### config.mk
export PLATFORM = sky130hd
export DESIGN_NAME = seq_alu
export DESIGN_NICKNAME = d
export VERILOG_FILES = /design/src/rtl/alu_pkg.sv /design/src/rtl/alu_adder.sv /design/src/rtl/muldiv_iter.sv /design/src/rtl/seq_alu.sv
export SDC_FILE = /design/constraint.sdc
export NUM_CORES = 1
export LEC_CHECK = 0
export BUFFER_PORTS_ARGS = -buffer_cell sky130_fd_sc_hd__buf_2
export CAP_MARGIN = 20
export CELL_PAD_IN_SITES_DETAIL_PLACEMENT = 0
export CELL_PAD_IN_SITES_GLOBAL_PLACEMENT = 1
export CORE_MARGIN = 2
export CORE_UTILIZATION = 40
export DETAILED_ROUTE_END_ITERATION = 10
export PLACE_DENSITY = 0.84
export SLEW_MARGIN = 20
export SYNTH_ARGS = -nofsm -noshare
export SYNTH_HDL_FRONTEND = slang
export SYNTH_SLANG_ARGS = --single-unit
### constraint.sdc
create_clock -name clk -period 5.5 [get_ports clk]
set_clock_uncertainty 0.05 [all_clocks]
set_input_delay 0.825 -clock clk [delete_from_list [all_inputs] [get_ports clk]]
set_output_delay 0.825 -clock clk [all_outputs]
set_load 0.02 [all_outputs]
### src/rtl/alu_pkg.sv
// Shared types for the sequential ALU: opcode and FSM state encodings plus
// a helper that tells whether an opcode needs the iterative mul/div unit.
package alu_pkg;

  typedef enum logic [3:0] {
    OP_ADD  = 4'b0000,
    OP_SUB  = 4'b0001,
    OP_AND  = 4'b0010,
    OP_OR   = 4'b0011,
    OP_XOR  = 4'b0100,
    OP_SLT  = 4'b0101,
    OP_SLTU = 4'b0110,
    OP_MUL  = 4'b1000,
    OP_DIVU = 4'b1010,
    OP_REMU = 4'b1011
  } alu_op_e;

  typedef enum logic [1:0] {
    ST_IDLE = 2'd0,
    ST_MUL  = 2'd1,
    ST_DIV  = 2'd2,
    ST_DONE = 2'd3
  } state_e;

  function automatic logic is_multicycle(input logic [3:0] op);
    return (op == OP_MUL) || (op == OP_DIVU) || (op == OP_REMU);
  endfunction

endpackage

### src/rtl/alu_adder.sv
// Parametrised ripple adder with carry-in and carry-out.
// Ports: a, b (DATA_W operands), cin (carry in) -> sum (DATA_W), cout.
module alu_adder #(
  parameter int DATA_W = 32
) (
  input  logic [DATA_W-1:0] a,
  input  logic [DATA_W-1:0] b,
  input  logic              cin,
  output logic [DATA_W-1:0] sum,
  output logic              cout
);

  assign {cout, sum} = {1'b0, a} + {1'b0, b} + {{DATA_W{1'b0}}, cin};

endmodule

### src/rtl/muldiv_iter.sv
// Iterative unsigned multiplier / restoring divider, one bit per cycle.
// Ports:
//   clk, rst        clock, synchronous active-high reset
//   start           latch a/b and begin DATA_W iterations
//   is_div          1: divide, 0: multiply (sampled with start)
//   a, b            operands (multiplier/multiplicand or dividend/divisor)
//   done            one-cycle pulse after the last iteration
//   product_lo      low DATA_W bits of a*b
//   quotient        a / b  (all ones when b == 0)
//   remainder       a % b  (a when b == 0)
module muldiv_iter
  import alu_pkg::*;
#(
  parameter int DATA_W = 32
) (
  input  logic              clk,
  input  logic              rst,
  input  logic              start,
  input  logic              is_div,
  input  logic [DATA_W-1:0] a,
  input  logic [DATA_W-1:0] b,
  output logic              done,
  output logic [DATA_W-1:0] product_lo,
  output logic [DATA_W-1:0] quotient,
  output logic [DATA_W-1:0] remainder
);

  localparam int CNT_W = $clog2(DATA_W);
  localparam logic [CNT_W-1:0] CNT_LAST = CNT_W'(DATA_W - 1);

  logic              busy_q;
  logic              done_q;
  logic              is_div_q;
  logic [CNT_W-1:0]  cnt_q;
  // opa: multiplier shifting right (mul) / dividend shifting out, quotient in (div)
  // opb: multiplicand shifting left (mul) / divisor (div)
  // acc: product accumulator (mul) / partial remainder (div)
  logic [DATA_W-1:0] opa_q;
  logic [DATA_W-1:0] opb_q;
  logic [DATA_W-1:0] acc_q;

  logic [DATA_W:0]   rem_shift;
  logic [DATA_W:0]   rem_diff;
  logic              take;
  logic [DATA_W-1:0] rem_next;

  // A zero divisor always "fits", which yields an all-ones quotient and a
  // remainder equal to the dividend without any special casing.
  assign rem_shift = {acc_q, opa_q[DATA_W-1]};
  assign rem_diff  = rem_shift - {1'b0, opb_q};
  assign take      = (rem_shift >= {1'b0, opb_q});
  assign rem_next  = take ? rem_diff[DATA_W-1:0] : rem_shift[DATA_W-1:0];

  always_ff @(posedge clk) begin
    if (rst) begin
      busy_q   <= 1'b0;
      done_q   <= 1'b0;
      is_div_q <= 1'b0;
      cnt_q    <= '0;
      opa_q    <= '0;
      opb_q    <= '0;
      acc_q    <= '0;
    end else begin
      done_q <= 1'b0;
      if (start) begin
        busy_q   <= 1'b1;
        is_div_q <= is_div;
        cnt_q    <= '0;
        opa_q    <= a;
        opb_q    <= b;
        acc_q    <= '0;
      end else if (busy_q) begin
        if (is_div_q) begin
          opa_q <= {opa_q[DATA_W-2:0], take};
          acc_q <= rem_next;
        end else begin
          if (opa_q[0]) begin
            acc_q <= acc_q + opb_q;
          end
          opa_q <= opa_q >> 1;
          opb_q <= opb_q << 1;
        end
        cnt_q <= cnt_q + 1'b1;
        if (cnt_q == CNT_LAST) begin
          busy_q <= 1'b0;
          done_q <= 1'b1;
        end
      end
    end
  end

  assign done       = done_q;
  assign product_lo = acc_q;
  assign quotient   = opa_q;
  assign remainder  = acc_q;

endmodule

### src/rtl/seq_alu.sv
// Multi-cycle ALU with valid/ready handshake and registered result + NZCV.
// Ports:
//   clk, reset              clock, synchronous active-high reset
//   in_valid / in_ready     operation request / accept (ready only in IDLE)
//   a, b, control           operands and 4-bit opcode, latched on accept
//   out_valid / out_ready   result available (DONE) / consumer accepts
//   result, z, n, c, v      registered result and flags, stable in DONE
// Single-cycle ops spend one cycle with operands latched (in_ready low) before
// the result is registered; mul/div run DATA_W iterations in muldiv_iter.
module seq_alu
  import alu_pkg::*;
#(
  parameter int DATA_W = 32
) (
  input  logic              clk,
  input  logic              reset,
  input  logic              in_valid,
  output logic              in_ready,
  input  logic [DATA_W-1:0] a,
  input  logic [DATA_W-1:0] b,
  input  logic [3:0]        control,
  output logic              out_valid,
  input  logic              out_ready,
  output logic [DATA_W-1:0] result,
  output logic              z,
  output logic              n,
  output logic              c,
  output logic              v
);

  state_e            state_q, state_d;
  logic              pend_q, pend_d;
  logic [DATA_W-1:0] a_q, b_q;
  logic [3:0]        op_q;
  logic [DATA_W-1:0] result_q, result_d;
  logic              z_q, z_d, n_q, n_d, c_q, c_d, v_q, v_d;

  logic              accept;
  logic              md_start;
  logic              md_done;
  logic [DATA_W-1:0] md_prod, md_quo, md_rem, md_res;

  logic              sub_en;
  logic [DATA_W-1:0] add_b, sum;
  logic              cout, ovf;
  logic [DATA_W-1:0] alu_res;
  logic              alu_c, alu_v;

  logic              load;
  logic [DATA_W-1:0] load_val;
  logic              load_c, load_v;

  assign in_ready  = (state_q == ST_IDLE) && !pend_q;
  assign out_valid = (state_q == ST_DONE);
  assign accept    = in_valid && in_ready;
  assign md_start  = accept && is_multicycle(control);

  muldiv_iter #(.DATA_W(DATA_W)) u_muldiv (
    .clk        (clk),
    .rst        (reset),
    .start      (md_start),
    .is_div     (control != OP_MUL),
    .a          (a),
    .b          (b),
    .done       (md_done),
    .product_lo (md_prod),
    .quotient   (md_quo),
    .remainder  (md_rem)
  );

  always_comb begin
    md_res = md_quo;
    if (op_q == OP_MUL) begin
      md_res = md_prod;
    end else if (op_q == OP_REMU) begin
      md_res = md_rem;
    end
  end

  // Single adder: subtraction and both compares use a + ~b + 1.
  assign sub_en = (op_q == OP_SUB) || (op_q == OP_SLT) || (op_q == OP_SLTU);
  assign add_b  = sub_en ? ~b_q : b_q;

  alu_adder #(.DATA_W(DATA_W)) u_add (
    .a    (a_q),
    .b    (add_b),
    .cin  (sub_en),
    .sum  (sum),
    .cout (cout)
  );

  assign ovf = (a_q[DATA_W-1] == add_b[DATA_W-1]) && (sum[DATA_W-1] != a_q[DATA_W-1]);

  always_comb begin
    alu_res = '0;
    alu_c   = 1'b0;
    alu_v   = 1'b0;
    case (op_q)
      OP_ADD, OP_SUB: begin
        alu_res = sum;
        alu_c   = cout;
        alu_v   = ovf;
      end
      OP_AND:  alu_res = a_q & b_q;
      OP_OR:   alu_res = a_q | b_q;
      OP_XOR:  alu_res = a_q ^ b_q;
      OP_SLT:  alu_res = {{(DATA_W-1){1'b0}}, ovf ^ sum[DATA_W-1]};
      OP_SLTU: alu_res = {{(DATA_W-1){1'b0}}, ~cout};
      default: alu_res = '0;
    endcase
  end

  always_comb begin
    state_d  = state_q;
    pend_d   = pend_q;
    result_d = result_q;
    z_d      = z_q;
    n_d      = n_q;
    c_d      = c_q;
    v_d      = v_q;
    load     = 1'b0;
    load_val = '0;
    load_c   = 1'b0;
    load_v   = 1'b0;
    case (state_q)
      ST_IDLE: begin
        if (pend_q) begin
          pend_d   = 1'b0;
          state_d  = ST_DONE;
          load     = 1'b1;
          load_val = alu_res;
          load_c   = alu_c;
          load_v   = alu_v;
        end else if (accept) begin
          if (is_multicycle(control)) begin
            state_d = (control == OP_MUL) ? ST_MUL : ST_DIV;
          end else begin
            pend_d = 1'b1;
          end
        end
      end
      ST_MUL, ST_DIV: begin
        if (md_done) begin
          state_d  = ST_DONE;
          load     = 1'b1;
          load_val = md_res;
        end
      end
      ST_DONE: begin
        if (out_ready) begin
          state_d = ST_IDLE;
        end
      end
      default: state_d = ST_IDLE;
    endcase
    if (load) begin
      result_d = load_val;
      z_d      = (load_val == '0);
      n_d      = load_val[DATA_W-1];
      c_d      = load_c;
      v_d      = load_v;
    end
  end

  always_ff @(posedge clk) begin
    if (reset) begin
      state_q  <= ST_IDLE;
      pend_q   <= 1'b0;
      a_q      <= '0;
      b_q      <= '0;
      op_q     <= '0;
      result_q <= '0;
      z_q      <= 1'b0;
      n_q      <= 1'b0;
      c_q      <= 1'b0;
      v_q      <= 1'b0;
    end else begin
      state_q  <= state_d;
      pend_q   <= pend_d;
      result_q <= result_d;
      z_q      <= z_d;
      n_q      <= n_d;
      c_q      <= c_d;
      v_q      <= v_d;
      if (accept) begin
        a_q  <= a;
        b_q  <= b;
        op_q <= control;
      end
    end
  end

  assign result = result_q;
  assign z      = z_q;
  assign n      = n_q;
  assign c      = c_q;
  assign v      = v_q;

endmodule
---- Word-level counts from Yosys, hierarchy flattened ----
Cells that the tools add are included.
Widths: inputs -> output; s select.
storage, ports and cells
  register bits ........................... 211
  logic and storage cells ................. 113
operators by class
  add/sub/neg operators ................... 5
  bitwise gates (word level) .............. 7
  mux-type cells .......................... 39
  reduce and logical (&&, ||, !) cells .... 21
  magnitude comparators ................... 1
  equality and inequality tests ........... 23
operators by type and width
  cell                 count
  $mux 32              14
  $pmux 32 s6          1
  $pmux 32 s2          1
  $add 32x32->33       1
  $add 33x1->33        1
  $ge 33x32->1         1
  $add 32x32->32       1
  $and 32x32->32       1
  $logic_not 32->1     1
  $not 32->32          1
  $or 32x32->32        1
  $sub 32x32->32       1
  $xor 32x32->32       1
  $eq 4x4->1 const B   5
  $mux 1               15
  $eq 4x3->1 const B   3
  $mux 2               6
  $eq 4x2->1 const B   2
  $pmux 2 s3           1
  $reduce_or 2->1      3
  $add 5x1->5 const B  1
  $eq 5x5->1 const B   1
  $eq 2x2->1 const B   2
  $eq 4x1->1 const B   1
  20 further kinds     30

---- Logic depth before layout (Yosys ltp) ----
Gate-level depths: netlist (run 1).
  depth in word-level cells ............... 13
  depth in mapped cells ................... 18

---- Cells and area by module ----
From an unflattened synthesis (run 1), not the netlist that was laid out.
unflattened totals
  cell total of the unflattened synthesis .. 2,356
  area, all modules ....................... 17,598.1 um^2
modules (own cells, without submodules)
  module       cells an instance  times used  area an instance (um^2)
  muldiv_iter  1,111              1           8,627.0
  seq_alu      987                1           7,140.6
  alu_adder    258                1           1,830.5

---- Worst setup path after synthesis (run 1) ----
Ideal clock, no wire load.
  path kind ............................... register to register
  start point ............................. register op_q[0]
  end point ............................... register z_q (netlist: z)
  data arrival time ....................... 3.903 ns
  path buffers ............................ 2
  setup time .............................. 0.088 ns
  data required time ...................... 5.362 ns
  cell stages (with the launch flop) ...... 18
  period minus slack after synthesis ...... 4.041 ns
  path slack .............................. 1.459 ns
  path through ............................ dfxtp_1 > buf_6 > nand3b_4 > a21oi_1 > clkbuf_1 > xnor2_1 > ha_1 > a21o_1 > a21o_1 > a21o_1 > a221oi_1 > o31ai_2 > xor2_1 > a211oi_1 > o2111ai_1 > nor4_1 > nand4_1 > o32ai_2
between the ends
  cells in the longest elaborated chain, start to end .. 13
ends and longest elaborated chain
  what                                      line                          source
  start, declared                           seq_alu.sv:34                 logic [3:0] op_q;
  start signal, assigned                    seq_alu.sv:188                op_q <= control;
  $eq 4x1->1 or $eq 4x3->1 (tied branches)  seq_alu.sv:81, seq_alu.sv:98
  $logic_or 1x1->1 (2 in series)            seq_alu.sv:81                 assign sub_en = (op_q == OP_SUB) || (op_q == OP_SLT) || (op_q == OP_SLTU);
  $mux 32                                   seq_alu.sv:82                 assign add_b = sub_en ? ~b_q : b_q;
  $add 32x32->33                            alu_adder.sv:13               assign {cout, sum} = {1'b0, a} + {1'b0, b} + {{DATA_W{1'b0}}, cin};
  $add 33x1->33                             alu_adder.sv:13
  $ne 1x1->1                                seq_alu.sv:92                 assign ovf = (a_q[DATA_W-1] == add_b[DATA_W-1]) && (sum[DATA_W-1] != a_q[DATA_W-1]);
  $logic_and 1x1->1                         seq_alu.sv:92
  $xor 1x1->1                               seq_alu.sv:107                OP_SLT: alu_res = {{(DATA_W-1){1'b0}}, ovf ^ sum[DATA_W-1]};
  $pmux 32 s6                               seq_alu.sv:98                 case (op_q)
  $mux 32                                   seq_alu.sv:127                if (pend_q) begin
  $pmux 32 s2 (*)                           seq_alu.sv:125                case (state_q)
  $logic_not 32->1 (*)                      seq_alu.sv:158                z_d = (load_val == '0);
  end signal, assigned                      seq_alu.sv:181                z_q <= z_d;
  end, declared                             seq_alu.sv:36                 logic z_q, z_d, n_q, n_d, c_q, c_d, v_q, v_d;
Mark *: on every way between the ends. The rest lies on a longest branch, timed or not.
A chain may end at the register's enable or synchronous reset.

---- Worst setup path in the final report (run 1) ----
  start point ............................. register op_q[1]
  end point ............................... register z_q (netlist: z)
Same word-level chain as after synthesis.

==> metrics.sh, run 1 <==
RUN_STATUS='complete, no violations'
P_LEAK_nW=7.71
ANT_NETS=0
LAYOUT-AREA-OVERHEAD-VS-SYNTH_PCT=11.3
WORST_SETUP_PATH_START_KIND='flip-flop'
POST_SYNTH_MAIN_AREA_CONTRIBUTORS='sky130_fd_sc_hd__dfxtp_1 (25%), sky130_fd_sc_hd__ha_1 (12%), sky130_fd_sc_hd__a21oi_1 (7.5%)'
INITIAL_UTILIZATION=0.403
SYNTHARSTFLOPSHARE=0
FINALNETCOUNT=2512
TOTALWIRELENGTH_MM=54.5
NUM-FILL-CELLS=4244
MAX-SLEW-MARGIN-REL=0.304
PORT-BUFFER-COUNT=109
ROUTE.VIAS.TOTAL=16300
CTS_ROOT_BUF='sky130_fd_sc_hd__clkbuf_16'
PATH_MAX_FANOUT=30
NETLIST_INSTANCES=2252
COMMONEST_CELLS_AFTER_ROUTING_FILL_AND_TAPS_ASIDE='sky130_fd_sc_hd__nand2_1 (283), sky130_fd_sc_hd__nor2_1 (261), sky130_fd_sc_hd__a21oi_1 (248)'
SEQUENTIAL_CELL_AREA_IN_THE_FINAL_LAYOUT_UM2=4210
EDFF_COUNT_SYNTH=0
TIMING.CRITICAL_PATH.MODE_CELL='sky130_fd_sc_hd__nor4_1'
ANTENNA_FOUND_INITIAL=0
WORSTPATHCELLLIST='nand3b_4 -> a21oi_4 -> buf_12 -> xnor2_1 -> ha_1 -> a21oi_1 -> nor4_1 -> a2111oi_0 -> o221ai_1 -> nor4_1 -> nand4_1 -> nor4_1 -> nand4_1 -> nor4_1 -> nand4_1 -> o32ai_2'
POST-CTS-SETUP-BUFFERS=0
MULTI_INPUT_AREA_UM2=11600
FINAL.MIN_CLOCK_PERIOD_NS=4.47
CRITPATHSLOWESTCELL='sky130_fd_sc_hd__dfxtp_1'
PREVAILING_POST_SYNTH_REGISTER_CELL='sky130_fd_sc_hd__dfxtp_1'
FP.DIEH_UM=209
ROW_COUNT=75
SLEW_VIOLATIONS=0
WORSTPATHARRIVAL_NS=4.89
GP_ROUTABILITY_CONGESTION=0.956
INSERTEDDIODECOUNT=0
WORSTHOLDPATHTYPE='flip-flop to flip-flop'
CTS.HOLD.BUFFERS_ADDED=0
OVERALL_POWER_CONSUMPTION_W=0.00752
CP_SLOWEST_STAGE_DELAY_NS=0.64
YOSYS.CELL_TYPES.COUNT=76
AVERAGE_CELL_AREA_AFTER_SYNTHESIS_UM2=7.46
WORSTPATHREQUIRED_NS=5.92
RATIO_OF_FINAL_MINIMUM_PERIOD_TO_CLOCK_PERIOD=0.813
CLOCK_SINK_COUNT=210
YOSYS_WARNINGS=0
WORST_IR_DROP_VDD_mV=0.186
SLEW_OF_THE_PIN_WITH_THE_LOWEST_SLEW_MARGIN_NS=1.04
DIEWIDTH_UM=209
NUMBER_OF_RESIZED_INSTANCES_IN_THE_POST_CTS_REPAIR_STEP=0
SYNTH_LARGEST_TYPE_AREA_FRACTION=0.250
TRITONCTS.NUM_BUFFERS=26
ROUTED_WIRE_LENGTH_PER_INSTANCE_UM=19.2
SYN-CELL-AREA_UM2=16800
ENDPOINT_KIND='flip-flop'
FMAXACHIEVABLE_MHz=224
FLOORPLAN.DIE_AREA_UM2=43600
VIA_PER_INST=5.75
WIRE_LENGTH_OF_THE_FIRST_GLOBAL_ROUTING_PASS_MM=84.7
YS_FF_LATCH=210
FINAL_LAYOUT_SIZE_SUFFIX_GT1_FRAC=0.0921
POWER_DENSITY_nW_PER_UM2=403
FINAL.SETUP.TNS_NS=0
GRT_PASS1_VIAS=15000
GR-TOTAL-OVERFLOW=0
CORE_REGION_AREA_UM2=41700
GRT_SETUP_UNREPAIRED='no'
DETAIL_ROUTE.DRC_VIOLATIONS=0
BOUNDARYPINS=110
HTREE_NUM_LEVELS=1
TIMING_HOLD_VIOLATIONS_FINAL=0
DETAILED_PLACEMENT_WIRELENGTH_ESTIMATE_MM=41.8
SYNTH.NET_COUNT=2492
PIN_COUNT_OF_THE_BIGGEST_NET_ENTERING_GLOBAL_ROUTING=97
DETAILEDROUTE.FIRSTITERATIONVIOLATIONS=1322
GRT_USAGE=0.242
TIMING.FINAL.SETUP_VIOLATIONS=0
DRT_PASS1_ITERATIONS=6
TRITONCTS='done'
MOSTFREQUENTLAYOUTCELL='sky130_fd_sc_hd__nand2_1'
MAX_CAP_VIOLS=0
CLK_PIN_SLEW_NS=0.06
TIMING_WORST_SETUP_PATH_TYPE='flip-flop to flip-flop'
SYNTH.LARGEST_AREA_CELL='sky130_fd_sc_hd__dfxtp_1'
POSTLAYOUTCOREUTIL=0.449
YOSYSSEQAREASHARE=0.250
CLK_PATH_BUF_DEPTH=3
CLK_LATENCY_NS=0.55
area by class of cell:
class	count	area share
clock buffers	33	0.0390
clock inverters	15	0.0112
well taps	539	0.0361
repair buffers	134	0.0407
multi-input cells	1767	0.621
inverters	133	0.0267
flip-flops and latches	210	0.225
cells in the mapped netlist, drive strengths merged (3+ instances only):
cell type and instances:
o2111ai 3, and2 7, nand3b 8, inv 133
nor4 11, ha 165, nand3 22, a21oi 250
and4 4, nand4 26, or3 6, clkbuf 122
a211o 4, a211oi 77, o22ai 18, o21ai 89
o31ai 8, a2111oi 5, a22oi 14, dfxtp 210
mux2 7, a221oi 20, o211a 8, a31oi 17
fa 3, a21o 36, o21bai 10, xor2 23
o211ai 13, a311oi 37, nor3 33, buf 20
mux2i 87, nor2 264, nand2b 18, o21a 13
o22a 9, or2 6, nor2b 20, and3 16
o221ai 6, nand2 284, xnor2 83, a311o 4
o41ai 5
stage by stage:
stage	area [um^2]	worst slack [ns]	hold slack, ns	std cells
after floorplan	16800	1.46	0.403	2252
after global placement	17800	1.20	0.392	2783
after detailed placement	17800	1.06	0.395	2783
after CTS	18700	1.05	0.403	2831
after global routing	18700	0.544	0.432	2831
final	18700	1.03	0.402	2831
sequential cells by signal, summed over array words and instances (netlist names):
name	count
u_muldiv.product_lo	32
u_muldiv.quotient	32
u_muldiv.is_div_q	1
result	32
u_muldiv.done	1
z	1
state_q	2
u_muldiv.busy_q	1
a_q	32
c	1
u_muldiv.opb_q	32
b_q	32
u_muldiv.cnt_q	5
pend_q	1
v	1
op_q	4
per-layer routing:
metal | global-route usage | routed length, um
met2 | 0.393 | 24300
met5 | 0 | 0
met4 | 0.0687 | 1440
met3 | 0.0266 | 2760
met1 | 0.338 | 25900
worst paths after layout:
check                           slack, ns  cells past startpoint       start          to
worst max-delay path                 1.03                     16     op_q[1]           z
worst min-delay path                 0.40                      2  result[29]  result[29]
worst max register to register       1.03                     16     op_q[1]           z
worst min register to register       0.40                      2  result[29]  result[29]
power breakdown:
| group | internal [W] | switching (W) | leakage (nW) |
|---|---|---|---|
| logic | 0.00137 | 0.00222 | 5.54 |
| registers | 0.00177 | 0.000289 | 1.71 |
| clock network | 0.00117 | 0.000707 | 0.460 |
critical path, delay by kind of cell (launching register included):
| kind | cells | cell delay [ns] |
|---|---|---|
| fa+ha+maj | 1 | 0.32 |
| xor+xnor | 1 | 0.16 |
| compound gates | 5 | 1.40 |
| buf+inv | 1 | 0.25 |
| simple gates | 8 | 1.54 |
| flops | 1 | 0.64 |
kinds of logic (layout without fill, tap and decap cells):
group | after synthesis | after routing | share of synthesized area
AOI/OAI and AO/OA | 666 | 666 | 0.258
xor gates and xnor gates | 106 | 106 | 0.0553
adders and majority gates | 168 | 168 | 0.127
buffers and inverters | 275 | 315 | 0.0626
DFF | 210 | 210 | 0.250
muxes | 94 | 94 | 0.0565
and+or+nand+nor | 733 | 733 | 0.191
No activity file was read; power rests on OpenSTA's default activity.
==> run 2, diff against run 1 <==
--- a/config.mk
+++ b/config.mk
@@ -5,6 +5,7 @@
 export SDC_FILE = /design/constraint.sdc
 export NUM_CORES = 1
 export LEC_CHECK = 0
+export ABC_AREA = 1
 export BUFFER_PORTS_ARGS = -buffer_cell sky130_fd_sc_hd__buf_2
 export CAP_MARGIN = 20
 export CELL_PAD_IN_SITES_DETAIL_PLACEMENT = 0
@@ -12,7 +13,7 @@
 export CORE_MARGIN = 2
 export CORE_UTILIZATION = 40
 export DETAILED_ROUTE_END_ITERATION = 10
-export PLACE_DENSITY = 0.84
+export PLACE_DENSITY = 0.87
 export SLEW_MARGIN = 20
 export SYNTH_ARGS = -nofsm -noshare
 export SYNTH_HDL_FRONTEND = slang
==> constraint.sdc (replaced) <==
create_clock -name clk -period 4.34 [get_ports clk]
set_clock_uncertainty 0.05 [all_clocks]
set_input_delay 0.651 -clock clk [delete_from_list [all_inputs] [get_ports clk]]
set_output_delay 0.651 -clock clk [all_outputs]
set_load 0.02 [all_outputs]
==> metrics.sh, run 2 <==
RUN_STATUS='complete, no violations'
WIRE_LENGTH_OF_THE_FIRST_GLOBAL_ROUTING_PASS_MM=103  # +21%
CRIT-REG2REG-CAPTURE='z'
WORSTPATHARRIVAL_NS=4.46  # -0.43 ns
PORT-BUFFER-COUNT=109  # unchanged
NUMBER_OF_RESIZED_INSTANCES_IN_THE_POST_CTS_REPAIR_STEP=0  # unchanged
WORSTHOLDPATHTYPE='primary input to flip-flop'
SYNTHARSTFLOPSHARE=0  # unchanged
DETAILED_PLACEMENT_WIRELENGTH_ESTIMATE_MM=52.9  # +27%
PWR-SHARE-SEQ=0.256  # -0.018
DRT_PASS1_ITERATIONS=6  # unchanged
WORSTPATHREQUIRED_NS=4.80  # -1.12 ns
FLOORPLAN.DIE_AREA_UM2=45000  # +3.1%
EDFF_COUNT_SYNTH=0  # unchanged
WORST_IR_DROP_VDD_mV=0.261  # +40%
DIEWIDTH_UM=212  # +1.5%
POST-CTS-SETUP-BUFFERS=0  # unchanged
POWER_DENSITY_nW_PER_UM2=551  # +37%
VIA_PER_INST=5.56  # -3.3%
NETLIST_INSTANCES=2696  # +20%
SLEW_OF_THE_PIN_WITH_THE_LOWEST_SLEW_MARGIN_NS=0.955  # -0.0883 ns
POST_SYNTH_MAIN_AREA_CONTRIBUTORS='sky130_fd_sc_hd__dfxtp_1 (24%), sky130_fd_sc_hd__ha_1 (12%), sky130_fd_sc_hd__nand2_1 (11%)'
HOLD_START='a[5]'
COMB_POWER_SHARE=0.522  # +0.045
INSERTEDDIODECOUNT=0  # unchanged
ANTENNA_FOUND_INITIAL=1  # +1
WORST_SETUP_PATH_START_KIND='flip-flop'
POWER.SWITCHING_FRACTION=0.488  # +0.0600
NET-SWITCHING-POWER_W=0.00521  # +62%
MOSTFREQUENTLAYOUTCELL='sky130_fd_sc_hd__nand2_1'
SYNTH.LARGEST_AREA_CELL='sky130_fd_sc_hd__dfxtp_1'
SEQUENTIAL_CELL_AREA_IN_THE_FINAL_LAYOUT_UM2=4210  # about the same
AVERAGE_CELL_AREA_AFTER_SYNTHESIS_UM2=6.43  # -14%
FP.DIEH_UM=212  # +1.5%
GR-TOTAL-OVERFLOW=0  # unchanged
GRT_USAGE=0.294  # +0.0526
PATH_MAX_FANOUT=15  # -50%
DETAILEDROUTE.FIRSTITERATIONVIOLATIONS=1704  # +29%
INITIAL_UTILIZATION=0.404  # +0.000922
FMAXACHIEVABLE_MHz=250  # +12%
ROUTE.VIAS.TOTAL=18600  # +14%
YOSYS.CELL_TYPES.COUNT=57  # -25%
DPL_WORST_SLACK_NS=0.0224  # -1.03 ns
LAYOUT-AREA-OVERHEAD-VS-SYNTH_PCT=11.8
DETAIL_ROUTE.DRC_VIOLATIONS=0  # unchanged
SETUP.REG_TO_REG.WORST_SLACK_NS=0.34  # -0.69 ns
YOSYS_WARNINGS=0  # unchanged
CLK_PIN_SLEW_NS=0.06  # about the same
CLK_LATENCY_NS=0.58  # +0.03 ns
SYNTH.TOP_CELLS.BY_COUNT='sky130_fd_sc_hd__nand2_1 (518), sky130_fd_sc_hd__inv_1 (376), sky130_fd_sc_hd__a21oi_1 (322)'
NUM-FILL-CELLS=4507  # +6.2%
CTS.HOLD.BUFFERS_ADDED=0  # unchanged
FINAL.SETUP.TNS_NS=0  # unchanged
SYNTH_LARGEST_TYPE_AREA_FRACTION=0.243  # -0.00768
HOLD_END='a_q[5]'
HOLDPATHSTAGES=3  # +1
YOSYSSEQAREASHARE=0.243  # -0.00768
OVERALL_POWER_CONSUMPTION_W=0.0107  # +42%
COMMONEST_CELLS_AFTER_ROUTING_FILL_AND_TAPS_ASIDE='sky130_fd_sc_hd__nand2_1 (517), sky130_fd_sc_hd__inv_1 (375), sky130_fd_sc_hd__a21oi_1 (318)'
CTS_ROOT_BUF='sky130_fd_sc_hd__clkbuf_16'
ROW_COUNT=76  # +1.3%
WORSTPATHCELLLIST='inv_1 -> nor2_2 -> nand2_1 -> nand2_8 -> buf_4 -> xor2_1 -> ha_1 -> nand2_1 -> nor2_1 -> inv_1 -> nor3_1 -> nand2_1 -> nand2_1 -> nand2_1 -> nand3_1 -> nand2_1 -> a21oi_1 -> nand2_1 -> nand2_1 -> nand4_1 -> nor2_1 -> nand4_1 -> a21oi_1'
P_LEAK_nW=9.18  # +19%
INTERNAL_POWER_COMPONENT_W=0.00547  # +27%
PIN_COUNT_OF_THE_BIGGEST_NET_ENTERING_GLOBAL_ROUTING=91  # -6.2%
SYNTH.NET_COUNT=2936  # +18%
CLK_PATH_BUF_DEPTH=3  # unchanged
POSTLAYOUTCOREUTIL=0.452  # +0.00316
SYN-CELL-AREA_UM2=17300  # +3.2%
TOTALWIRELENGTH_MM=67.0  # +23%
CRITICAL-PATH-TOP-DELAY-FAMILY='simple AND/OR/NAND/NOR gates'
SYNTHMOSTINSTANTIATEDCELL='sky130_fd_sc_hd__nand2_1'
CP_SLOWEST_STAGE_DELAY_NS=0.42  # -0.22 ns
GP_ROUTABILITY_CONGESTION=0.952  # -0.40%
GRT_SETUP_UNREPAIRED='no'
PREVAILING_POST_SYNTH_REGISTER_CELL='sky130_fd_sc_hd__dfxtp_1'
CRITICAL_PATH.REG2REG.STARTPOINT='op_q[2]'
TIMING_HOLD_VIOLATIONS_FINAL=0  # unchanged
MAX_CAP_VIOLS=0  # unchanged
BOUNDARYPINS=110  # unchanged
YS_FF_LATCH=210  # unchanged
GRT_PASS1_VIAS=17800  # +18%
HTREE_NUM_LEVELS=1  # unchanged
ENDPOINT_KIND='flip-flop'
CORE_REGION_AREA_UM2=42900  # +2.9%
POWER_FRAC_CLOCK=0.222  # -0.027
TRITONCTS='done'
FINALNETCOUNT=2986  # +19%
CLOCK_SINK_COUNT=210  # unchanged
MULTI_INPUT_AREA_UM2=11200  # -3.3%
TIMING.CRITICAL_PATH.MODE_CELL='sky130_fd_sc_hd__nand2_1'
SLEW_VIOLATIONS=0  # unchanged
FINAL_LAYOUT_SIZE_SUFFIX_GT1_FRAC=0.0886  # -0.00348
MAX-SLEW-MARGIN-REL=0.363  # +0.0589
REG2REG_DEPTH=23  # +7
ROUTED_WIRE_LENGTH_PER_INSTANCE_UM=20.0  # +3.9%
CRITICAL_PATH.N_BUFFERS_INVERTERS=3  # +2
CRITPATHSLOWESTCELL='sky130_fd_sc_hd__dfxtp_1'
RATIO_OF_FINAL_MINIMUM_PERIOD_TO_CLOCK_PERIOD=0.921  # +0.108
TIMING.FINAL.SETUP_VIOLATIONS=0  # unchanged
TIMING_WORST_SETUP_PATH_TYPE='flip-flop to flip-flop'
FINAL.MIN_CLOCK_PERIOD_NS=4.00  # -0.475 ns
TIMING.FINAL.WS_SETUP_NS=0.342  # -0.685 ns
ANT_NETS=0  # unchanged
TRITONCTS.NUM_BUFFERS=27  # +3.8%
run 2: cell count changes after synthesis, sizes merged, moves of 35 or more:
| cell | before | now |
|---|---|---|
| a211oi | 77 | 10 |
| a21oi | 250 | 325 |
| a311oi | 37 | 0 |
| clkbuf | 122 | 79 |
| inv | 133 | 386 |
| mux2i | 87 | 0 |
| nand2 | 284 | 531 |
| nand3 | 22 | 111 |
| nor2 | 264 | 219 |
| o211ai | 13 | 48 |
| o21ai | 89 | 298 |
| xnor2 | 83 | 15 |
run 2: per-stage QoR:
stage	hold slack, ns	cells	area (um^2)
2_1_floorplan	0.395	2696	17300
3_3_place_gp	0.403	3302	18400
3_5_place_dp	0.408	3302	18400
4_1_cts	0.283	3351	19300
5_1_grt	0.297	3351	19400
6_report	0.296	3351	19400
run 2: cells by family after synthesis:
family / synth area share
compound gates: 0.259
xor+xnor: 0.0339
fa+ha+maj: 0.123
buf+inv: 0.114
flops: 0.243
simple gates: 0.228
run 2: worst register-to-register path, delay by kind of cell (launching register included):
kind                       cells  cell delay, ns
and+or+nand+nor               16            2.13
AOI/OAI and AO/OA              2            0.52
buffers and inverters          3            0.39
DFF                            1            0.42
adders and majority gates      1            0.37
xor gates and xnor gates       1            0.06
run 2: worst max path at each step:
| stage | startpoint | slack (ns) | cells past startpoint | endpoint |
|---|---|---|---|---|
| after detailed placement | op_q[2] | 0.02 | 23 | z |
| after CTS | op_q[2] | 0.002 | 23 | z |
| after floorplan | op_q[1] | 1.12 | 23 | z |
| after global routing | op_q[2] | 0.009 | 25 | z |
| after global placement | op_q[2] | 0.07 | 23 | z |
| final | op_q[2] | 0.34 | 23 | z |
run 2: area by class of cell:
type                            count  area share
Tap cell                          585      0.0378
Timing Repair Buffer              141      0.0420
Sequential cell                   210       0.217
Clock inverter                     12     0.00723
Clock buffer                       37      0.0404
Multi-Input combinational cell   1976       0.580
Inverter                          390      0.0756
run 2: routing by layer:
| layer | global-route usage | vias to the layer above | share of wire |
|---|---|---|---|
| li1 | - | 9131 | - |
| met1 | 0.385 | 8787 | 0.43 |
| met2 | 0.505 | 598 | 0.47 |
| met3 | 0.0290 | 112 | 0.062 |
| met4 | 0.102 | 0 | 0.035 |
| met5 | 0 | - | 0 |
run 2: power by group through the flow:
stage	Sequential, W	Combinational (W)	Clock (W)
finish	0.00273	0.00557	0.00237
global route	0.00277	0.00620	0.00248
CTS	0.00272	0.00551	0.00240
detailed placement	0.00276	0.00547	0
global placement	0.00275	0.00543	0
floorplan	0.00267	0.00380	0
